$ cat config.mk
export PLATFORM = sky130hd
export DESIGN_NAME = wf68k30l_prefetch_queue
export DESIGN_NICKNAME = d
export VERILOG_FILES = /design/src/rtl/wf68k30l_prefetch_queue_pkg.sv /design/src/rtl/wf68k30l_pq_ring.sv /design/src/rtl/wf68k30l_prefetch_queue.sv
export SDC_FILE = /design/constraint.sdc
export NUM_CORES = 1
export LEC_CHECK = 0
export ABC_AREA = 0
export BUFFER_PORTS_ARGS = -buffer_cell sky130_fd_sc_hd__clkbuf_2
export CAP_MARGIN = 20
export CELL_PAD_IN_SITES_DETAIL_PLACEMENT = 1
export CELL_PAD_IN_SITES_GLOBAL_PLACEMENT = 1
export CORE_UTILIZATION = 41
export DETAILED_ROUTE_END_ITERATION = 12
export PLACE_DENSITY_LB_ADDON = 0.1
export SYNTH_ARGS = -nofsm -noshare
export SYNTH_HDL_FRONTEND = slang
export SYNTH_HIERARCHICAL = 1
export SYNTH_SLANG_ARGS = --single-unit
$ cat constraint.sdc
create_clock -name CLK -period 3.6 [get_ports CLK]
set_input_delay 0.72 -clock CLK [delete_from_list [all_inputs] [get_ports CLK]]
set_output_delay 0.72 -clock CLK [all_outputs]
set_load 0.005 [all_outputs]
$ cat src/rtl/wf68k30l_prefetch_queue_pkg.sv
// Shared types and constants for the instruction prefetch queue.
// Function codes match the 68030 program-space encodings.
package wf68k30l_prefetch_queue_pkg;

  localparam logic [2:0] FC_USER_PROG  = 3'b010;
  localparam logic [2:0] FC_SUPER_PROG = 3'b110;
  localparam int         PQ_DEPTH_DEFAULT = 6;

  typedef enum logic [2:0] {
    IDLE_HALT,
    RUN,
    BUSY,
    FLUSH_WAIT,
    FAULTED
  } PQ_STATE_T;

  // A fetch that starts on the odd word of a longword only yields one usable word.
  function automatic logic [1:0] pq_fetch_words(input logic skip);
    return skip ? 2'd1 : 2'd2;
  endfunction

endpackage

$ cat src/rtl/wf68k30l_pq_ring.sv
// Circular word store with per-word fault tags; pushes 0-2 and pops 0-3 words per cycle.
// The three head positions are presented combinationally and read as zero past the fill level.
module wf68k30l_pq_ring #(
  parameter int DEPTH = 6,
  parameter int CW    = $clog2(DEPTH + 1)
) (
  input  logic          clk,
  input  logic          rst,
  input  logic          clear,
  input  logic [1:0]    push_cnt,
  input  logic [15:0]   push_d0,
  input  logic [15:0]   push_d1,
  input  logic          push_fault,
  input  logic [1:0]    pop_cnt,
  output logic [CW-1:0] cnt,
  output logic [15:0]   word0,
  output logic [15:0]   word1,
  output logic [15:0]   word2,
  output logic [2:0]    fault
);

  localparam int IW = $clog2(DEPTH);

  logic [15:0]      mem [DEPTH];
  logic [DEPTH-1:0] fbit;
  logic [IW-1:0]    head, tail, idx1, idx2, tail1;
  logic [CW:0]      cnt_sum;

  function automatic logic [IW-1:0] adv(input logic [IW-1:0] p, input logic [1:0] n);
    logic [IW:0] s;
    s = {1'b0, p} + (IW+1)'(n);
    if (s >= (IW+1)'(DEPTH)) s = s - (IW+1)'(DEPTH);
    return s[IW-1:0];
  endfunction

  assign idx1    = adv(head, 2'd1);
  assign idx2    = adv(head, 2'd2);
  assign tail1   = adv(tail, 2'd1);
  assign cnt_sum = {1'b0, cnt} - (CW+1)'(pop_cnt) + (CW+1)'(push_cnt);

  always_ff @(posedge clk or posedge rst) begin
    if (rst) begin
      head <= '0;
      tail <= '0;
      cnt  <= '0;
      fbit <= '0;
      for (int i = 0; i < DEPTH; i++) mem[i] <= '0;
    end else if (clear) begin
      head <= '0;
      tail <= '0;
      cnt  <= '0;
    end else begin
      if (push_cnt != 2'd0) begin
        mem[tail]  <= push_d0;
        fbit[tail] <= push_fault;
      end
      if (push_cnt == 2'd2) begin
        mem[tail1]  <= push_d1;
        fbit[tail1] <= push_fault;
      end
      tail <= adv(tail, push_cnt);
      head <= adv(head, pop_cnt);
      cnt  <= cnt_sum[CW-1:0];
    end
  end

  assign word0 = (cnt > CW'(0)) ? mem[head] : 16'h0;
  assign word1 = (cnt > CW'(1)) ? mem[idx1] : 16'h0;
  assign word2 = (cnt > CW'(2)) ? mem[idx2] : 16'h0;
  assign fault = {(cnt > CW'(2)) && fbit[idx2],
                  (cnt > CW'(1)) && fbit[idx1],
                  (cnt > CW'(0)) && fbit[head]};

  // The issue rule reserves room before a fetch starts, so a push never overruns.
  assert property (@(posedge clk) disable iff (rst) !clear |-> (cnt_sum <= (CW+1)'(DEPTH)));
  assert property (@(posedge clk) disable iff (rst) !clear |-> ((CW+1)'(pop_cnt) <= {1'b0, cnt}));

endmodule

$ cat src/rtl/wf68k30l_prefetch_queue.sv
// Instruction prefetch queue: fetches longwords on program function codes and feeds
// the decoder one op word plus two look-ahead words, carrying bus-error tags per word.
//
// state      | meaning
// IDLE_HALT  | after reset, no fetching until the first flush
// RUN        | may issue a fetch once the ring has room for it
// BUSY       | fetch outstanding, result goes into the ring
// FLUSH_WAIT | fetch outstanding across a flush, result is dropped
// FAULTED    | bus error seen, no fetching until a flush
module wf68k30l_prefetch_queue
  import wf68k30l_prefetch_queue_pkg::*;
#(
  parameter int DEPTH_WORDS = PQ_DEPTH_DEFAULT,
  parameter int ADR_W       = 32
) (
  input  logic                               CLK,
  input  logic                               RESET,
  input  logic                               FLUSH,
  input  logic [ADR_W-1:0]                   NEW_PC,
  input  logic                               SBIT,
  output logic                               FETCH_REQ,
  output logic [ADR_W-1:0]                   FETCH_ADR,
  output logic [2:0]                         FETCH_FC,
  input  logic                               FETCH_ACK,
  input  logic                               FETCH_BERR,
  input  logic [31:0]                        FETCH_DATA,
  output logic [$clog2(DEPTH_WORDS+1)-1:0]   WORD_CNT,
  output logic [15:0]                        OPWORD,
  output logic [15:0]                        EXT1,
  output logic [15:0]                        EXT2,
  output logic [2:0]                         FAULT,
  input  logic [1:0]                         CONSUME
);

  localparam int CW = $clog2(DEPTH_WORDS + 1);

  PQ_STATE_T        state, state_nxt;
  logic [ADR_W-1:0] fetch_ptr, fetch_ptr_nxt;
  logic             skip, skip_nxt;
  logic             req_q, req_nxt;
  logic [ADR_W-1:0] adr_q, adr_nxt;
  logic [2:0]       fc_q, fc_nxt;

  logic             ring_clear;
  logic [1:0]       push_cnt, pop_cnt, pop_eff, fetch_words;
  logic [15:0]      push_d0, push_d1;
  logic             push_fault;
  logic             room_ok;
  logic             unused_pc0;

  assign unused_pc0  = NEW_PC[0];
  assign fetch_words = pq_fetch_words(skip);

  always_comb begin
    pop_eff = CONSUME;
    if (CW'(CONSUME) > WORD_CNT) pop_eff = WORD_CNT[1:0];
  end

  // Room is judged against the fill level after this cycle's consumption.
  assign room_ok = ((CW+1)'(WORD_CNT) - (CW+1)'(pop_eff) + (CW+1)'(fetch_words))
                   <= (CW+1)'(DEPTH_WORDS);

  always_comb begin
    state_nxt     = state;
    fetch_ptr_nxt = fetch_ptr;
    skip_nxt      = skip;
    req_nxt       = req_q;
    adr_nxt       = adr_q;
    fc_nxt        = fc_q;
    ring_clear    = 1'b0;
    push_cnt      = 2'd0;
    push_d0       = 16'h0;
    push_d1       = 16'h0;
    push_fault    = 1'b0;
    pop_cnt       = pop_eff;

    if (FLUSH) begin
      ring_clear    = 1'b1;
      pop_cnt       = 2'd0;
      fetch_ptr_nxt = {NEW_PC[ADR_W-1:2], 2'b00};
      skip_nxt      = NEW_PC[1];
      if (req_q && !(FETCH_ACK || FETCH_BERR)) begin
        state_nxt = FLUSH_WAIT;
      end else begin
        state_nxt = RUN;
        req_nxt   = 1'b0;
      end
    end else begin
      case (state)
        IDLE_HALT, FAULTED: ;
        RUN: begin
          if (room_ok) begin
            req_nxt   = 1'b1;
            adr_nxt   = fetch_ptr;
            fc_nxt    = SBIT ? FC_SUPER_PROG : FC_USER_PROG;
            state_nxt = BUSY;
          end
        end
        BUSY: begin
          if (FETCH_ACK) begin
            push_cnt      = fetch_words;
            push_d0       = skip ? FETCH_DATA[15:0] : FETCH_DATA[31:16];
            push_d1       = FETCH_DATA[15:0];
            req_nxt       = 1'b0;
            skip_nxt      = 1'b0;
            fetch_ptr_nxt = fetch_ptr + ADR_W'(4);
            state_nxt     = RUN;
          end else if (FETCH_BERR) begin
            push_cnt   = fetch_words;
            push_fault = 1'b1;
            req_nxt    = 1'b0;
            state_nxt  = FAULTED;
          end
        end
        FLUSH_WAIT: begin
          if (FETCH_ACK || FETCH_BERR) begin
            req_nxt   = 1'b0;
            state_nxt = RUN;
          end
        end
        default: state_nxt = IDLE_HALT;
      endcase
    end
  end

  always_ff @(posedge CLK or posedge RESET) begin
    if (RESET) begin
      state     <= IDLE_HALT;
      fetch_ptr <= '0;
      skip      <= 1'b0;
      req_q     <= 1'b0;
      adr_q     <= '0;
      fc_q      <= 3'b000;
    end else begin
      state     <= state_nxt;
      fetch_ptr <= fetch_ptr_nxt;
      skip      <= skip_nxt;
      req_q     <= req_nxt;
      adr_q     <= adr_nxt;
      fc_q      <= fc_nxt;
    end
  end

  assign FETCH_REQ = req_q;
  assign FETCH_ADR = adr_q;
  assign FETCH_FC  = fc_q;

  wf68k30l_pq_ring #(
    .DEPTH (DEPTH_WORDS),
    .CW    (CW)
  ) u_ring (
    .clk        (CLK),
    .rst        (RESET),
    .clear      (ring_clear),
    .push_cnt   (push_cnt),
    .push_d0    (push_d0),
    .push_d1    (push_d1),
    .push_fault (push_fault),
    .pop_cnt    (pop_cnt),
    .cnt        (WORD_CNT),
    .word0      (OPWORD),
    .word1      (EXT1),
    .word2      (EXT2),
    .fault      (FAULT)
  );

endmodule
; Yosys cells after proc, flatten, opt, wreduce, memory -nomap -nowiden
; Index checks and enable logic that the tools add are counted.
[classes]
n_addsub = 15
mul = 0
div_mod_pow = 0
order_cmp = 24
n_eq_ne = 10
shift = 0
n_mux = 84
bitwise_logic = 6
n_reduce_logical = 20
[op_table]
columns = op, n
row1 = $mux 16, 18
row2 = $mux 96, 3
row3 = $bwmux 96, 2
row4 = $bmux 16 s3, 3
row5 = $demux 16 s3, 2
row6 = $mux 32, 3
row7 = $mux 3, 14
row8 = $add 32x3->32 const B, 1
row9 = $ge 4x3->1 const B, 5
row10 = $ge 4x4->1 const B, 5
row11 = $lt 3x4->1 const B, 5
row12 = $not 3->4, 5
row13 = $mux 1, 19
row14 = $mux 6, 3
row15 = $mux 2, 8
row16 = $sub 3x3->3 const B, 5
row17 = $bwmux 6, 2
row18 = $pmux 3 s4, 1
row19 = $bmux 1 s3, 3
row20 = $add 3x1->4 const B, 2
row21 = $add 3x2->4, 2
row22 = $logic_and 1x1->1, 8
row23 = $lt 4x1->1 const B, 2
row24 = $demux 1 s3, 2
row25 = 29 further kinds, 36
[totals]
regBits = 183
latch_bits = 0
ramBits = 0
rom_bits = 0
inputBits = 72
memories = 0

; Depth between registers and ports, before layout
[depth]
depth_word = 10
ltp_mapped = 14
ltp_nobuf = 13

; By module
; The synthesis kept the hierarchy.
[by_module_without_submodules]
columns = module, instances, cells_per_inst, area_per_inst_um2, seq_area_each_um2
row1 = wf68k30l_pq_ring, 1, 936, 8091.5, 2777.7
row2 = wf68k30l_prefetch_queue, 1, 390, 3888.7, 1676.6

; Worst setup path before layout
; OpenSTA, ideal clock, no wires.
[synth_timing]
path_kind = input to register
startpoint = input CONSUME[1]
endpoint = register fc_q[2] (netlist: FETCH_FC[2])
t_arrival_ns = 3.883
required_ns = 3.475
setup_slack_ns = -0.408
stages = 13
path_cell_list = ha_1 nor2b_1 o21ai_0 mux2_2 ha_1 inv_1 ha_1 fa_1 xor2_1 a31o_2 nor4_4 buf_6 mux2_2
[synth_between]
elab_chain_cells = 6
[synth_lines]
columns = item, line
row1 = from (decl), wf68k30l_prefetch_queue.sv:32  ; input logic [1:0] CONSUME
row2 = $gt 2x3->1, wf68k30l_prefetch_queue.sv:56  ; if (CW'(CONSUME) > WORD_CNT) pop_eff = WORD_CNT[1:0];
row3 = $mux 2 *, wf68k30l_prefetch_queue.sv:56
row4 = $sub 3x2->4 *, wf68k30l_prefetch_queue.sv:60  ; assign room_ok = ((CW+1)'(WORD_CNT) - (CW+1)'(pop_eff) + (CW+1)'(fetch_words))
row5 = $add 4x2->4 *, wf68k30l_prefetch_queue.sv:60
row6 = $le 4x3->1 *, wf68k30l_prefetch_queue.sv:61  ; <= (CW+1)'(DEPTH_WORDS);
row7 = $reduce_and 3->1 (no source line) *, --
row8 = to (signal assigned), wf68k30l_prefetch_queue.sv:140  ; fc_q <= fc_nxt;
row9 = to (decl), wf68k30l_prefetch_queue.sv:42  ; logic [2:0] fc_q, fc_nxt;
; Mark *: on every way between the ends. The rest lies on a longest branch, timed or not.
; A chain may end at the register's enable or synchronous reset.

; Worst setup path in the final report
[layout_timing]
startpoint = register u_ring.cnt[1]
endpoint = register adr_q[10] (netlist: FETCH_ADR[10])
[layout_between]
elab_chain_cells = 6
[layout_lines]
columns = item, line
row1 = from (decl), wf68k30l_pq_ring.sv:15  ; output logic [CW-1:0] cnt,
row2 = from (signal assigned), wf68k30l_pq_ring.sv:63  ; cnt <= cnt_sum[CW-1:0];
row3 = $gt 2x3->1, wf68k30l_prefetch_queue.sv:56
row4 = $mux 2, wf68k30l_prefetch_queue.sv:56
row5 = $sub 3x2->4 *, wf68k30l_prefetch_queue.sv:60
row6 = $add 4x2->4 *, wf68k30l_prefetch_queue.sv:60
row7 = $le 4x3->1 *, wf68k30l_prefetch_queue.sv:61
row8 = $reduce_and 3->1 (no source line) *, --
row9 = to (signal assigned), wf68k30l_prefetch_queue.sv:139  ; adr_q <= adr_nxt;
row10 = to (decl), wf68k30l_prefetch_queue.sv:41  ; logic [ADR_W-1:0] adr_q, adr_nxt;
; Marks and branches as above.

==> results by group <==
Routing
  – Final wirelength: 41,200 um
  – Drt drc: 0
  – DRT iter0 DRCs: around 640
  – Drt via density: 5.93
  – Routed length per instance: 22.1 um
  – DR vias: 11,100
  – TritonRoute pass-1 iters: 5
  – Post-route ant nets: 0

Timing
  – Final-report max-slew violation count: 0
  – Max frequency: 280 MHz
  – Min cycle time layout: 3.58 ns
  – Unrepaired setup endpoints after global routing: true
  – Worst-Margin Slew: 0.867 ns
  – Slew Limit Headroom: 42.2%
  – Hold_ws: 0.393 ns
  – Final setup TNS: 0 ns
  – Tcrit/Tclk final: 99.4%
  – Hold Fails Final Rpt: 0
  – Final setup viols: 0
  – Clk_skew: 0.0130 ns

Logic synthesis
  – Most common cell in the netlist: dfrtp_1
  – Count of unique library cells instantiated by Yosys: 70
  – Synth top area cells: dfrtp_1, mux2_2, o22a_1, a21oi_1, mux2i_1
  – Post-synth ARST share: 100%
  – Syn avg cell area: 9.03 um2
  – Seq/Total Area, Yosys: 37.2%
  – Number of synthesized flops with an enable pin: 0
  – Synth Register Bits: 178
  – Top-area cell type share of the netlist area: 37.2%
  – Number of synthesis warnings: 6
  – Commonest cells in the netlist: dfrtp_1, a21oi_1, inv_1, nor2_1
  – Post-synthesis cell count: approximately 1,300
  – Area leader, netlist: dfrtp_1
  – Ys flop type: dfrtp_1
  – Cell area after synthesis: 12,000 um2

Place
  – Port bufs: 157
  – Dpl hpwl: 30,100 um
  – Placer Congestion: between 0.8 and 0.9
  – Placed Area: approximately 13,000 um2

Critical path
  – Top delay family on crit path: adder cells
  – Worst-path cell chain: inv_2 -> ha_4 -> nor2b_4 -> o21ai_4 -> mux2_4 -> ha_4 -> inv_2 -> ha_4 -> fa_2 -> xor2_1 -> a31o_2 -> nor4_4 -> buf_6 -> clkbuf_16 -> mux2_2
  – CP max stage cell: dfrtp_1
  – Setup CP Type: reg -> reg
  – Crit-path max cell delay: 0.41 ns
  – Most Frequent Cell on Critical Path: ha_4
  – Crit-path max FO: 8
  – Startpoint Class: flop
  – WP buf/inv: 4
  – Worst path required time: between 3 and 4 ns
  – Worst setup EP type: flop
  – Crit path DAT: 3.90 ns

Clocking
  – Clock-pin slew on the worst setup and hold paths: 0.07 ns
  – CTS tree: yes
  – CTS sink cnt: 178
  – CTS Root Cell: clkbuf_16
  – Clk_lat worst skew: 0.43 ns
  – CTS buffer count: 17
  – CTS HTree Levels: 4
  – # hold bufs at CTS: 0
  – Clock Path Buffers: 2

Cells and area
  – Total Nets Final: ~1,600
  – Area delta synth->final: 18.2%
  – Layout cells sized above 1: 26.1%
  – Final instance area: 14,200 um2

Floorplan
  – Chip width: between 150 and 200 um
  – Core Region: around 29,000 um2
  – Core Rows: between 60 and 70
  – Die Area: 29,900 um2
  – Initial Util: 41.7%
  – IO Pins: 162
  – Die extent in y: around 170 um

Global route
  – First-pass GRT wire length: 66,000 um
  – Number of global-route vias before repair: 11,500
  – Tot GR Track Use: 27.8%
  – Antenna violations before repair: 2
  – GR Overflow Total: 0
  – Largest net degree at the start of global routing: 112

Status
  – Status: finished, final reports clean

Power and ir drop
  – VDD IR-drop max: 0.313 mV
  – Power per standard cell area: 681 nW/um2
  – Leakage: 6.39 nW

Run
  – Max cap viols: 0

Worst hold path
  – HP Class: in -> async
## logic make-up after synthesis
family / share of synthesized area, %
xor+xnor: 1.38
simple gates: 15.9
buf+inv: 7.25
fa+ha+maj: 3.20
mux: 10.4
compound gates: 24.7
flops: 37.2
other cells: 0.0313
## sequential cells by signal (all words and copies together), names as in the netlist
signal	flops
u_ring/head	3
skip	1
u_ring/cnt	3
state	3
FETCH_REQ	1
fetch_ptr	30
u_ring/mem	96
FETCH_ADR	30
u_ring/tail	3
FETCH_FC	2
u_ring/fbit	6
## worst min-delay path: stages
cell	delay [ns]
clkbuf_2	0.11
inv_2	0.07
buf_12	0.31
## power by group
group / switching (W) / internal [W]
combinational: 0.00266 / 0.00237
clock: 0.000835 / 0.000972
sequential: 0.000361 / 0.00244
## final timing paths
path                               start              to  slack [ns]  cells past startpoint
max                        u_ring/cnt[1]   FETCH_ADR[10]        0.02                     15
min                                RESET   FETCH_ADR[24]        0.39                      3
max reg2reg                u_ring/cnt[1]   FETCH_ADR[10]        0.02                     15
min reg2reg                  FETCH_FC[1]     FETCH_FC[1]        0.48                      1
max in group asynchronous          RESET  u_ring/head[0]        2.51                      3
min in group CLK             FETCH_FC[1]     FETCH_FC[1]        0.48                      1
## area by class of cell
type | count | area [um2]
Fill cell | 3392 | 14500
Multi-Input combinational cell | 949 | 6900
Sequential cell | 178 | 4460
Timing Repair Buffer | 224 | 1410
Tap cell | 384 | 480
Clock buffer | 19 | 443
Inverter | 97 | 368
Clock inverter | 11 | 106
Antenna cell | 3 | 7.51
## placed cells by master (no fill, tap or decap), types with 5 or more instances in the layout
| cell | netlist | routed |
|---|---|---|
| o31ai_1 | 10 | 10 |
| a21oi_2 | 21 | 23 |
| and4_1 | 5 | 5 |
| nor2b_1 | 9 | 7 |
| a21oi_1 | 97 | 95 |
| buf_4 | 5 | 57 |
| and2_1 | 9 | 9 |
| mux2_2 | 65 | 37 |
| ha_1 | 21 | 14 |
| o21ai_0 | 51 | 50 |
| o221ai_1 | 6 | 6 |
| or3_1 | 24 | 24 |
| nand3_1 | 35 | 35 |
| a21o_1 | 13 | 13 |
| and3_1 | 23 | 23 |
| a31oi_1 | 14 | 14 |
| xor2_1 | 8 | 8 |
| clkbuf_16 | 0 | 19 |
| o32ai_1 | 8 | 6 |
| inv_1 | 97 | 93 |
| o22a_1 | 64 | 64 |
| nor3_1 | 23 | 23 |
| a21boi_0 | 17 | 16 |
| nor2_1 | 96 | 96 |
| xnor2_1 | 9 | 9 |
| nand3b_1 | 20 | 20 |
| o211ai_1 | 12 | 12 |
| or4_1 | 14 | 14 |
| mux2_4 | 2 | 31 |
| dfrtp_1 | 178 | 175 |
| o22ai_1 | 65 | 65 |
| a211oi_1 | 26 | 26 |
| nand2_1 | 65 | 65 |
| a221o_1 | 8 | 8 |
| clkbuf_2 | 1 | 156 |
| nand4_1 | 9 | 9 |
| mux2i_1 | 47 | 46 |
| fa_1 | 6 | 5 |
## timing repair
| item | in CTS | in global routing |
|---|---|---|
| setup buffers | 2 | 5 |
| endpoints found under the setup margin | 45 | 60 |
| resized for setup | 10 | 34 |
| gates cloned | 2 | 2 |
| pin swaps | 3 | 2 |
| endpoints found under the hold margin | 0 | 0 |
## per-layer routing
layer / vias to the layer above / global-route usage (%) / share of wire, %
met1: 5608 / 37.9 / 46
met4: 4 / 5.31 / 1.1
li1: 5142 / - / -
met2: 268 / 44.6 / 46
met3: 29 / 7.08 / 6.6
met5: - / 0 / 0.056
## through the flow
stage	instances	setup slack (ns)	utilization (%)	power, W
floorplan	1328	-0.293	-	0.00576
global placement	1821	-0.434	46.4	0.00730
detailed placement	1822	-0.521	46.4	0.00745
CTS	1856	0.0130	48.6	0.00943
global route	1862	-0.0616	49.3	0.0103
finish	1865	0.0228	49.4	0.00964
Power figures use the tool's default switching activity.
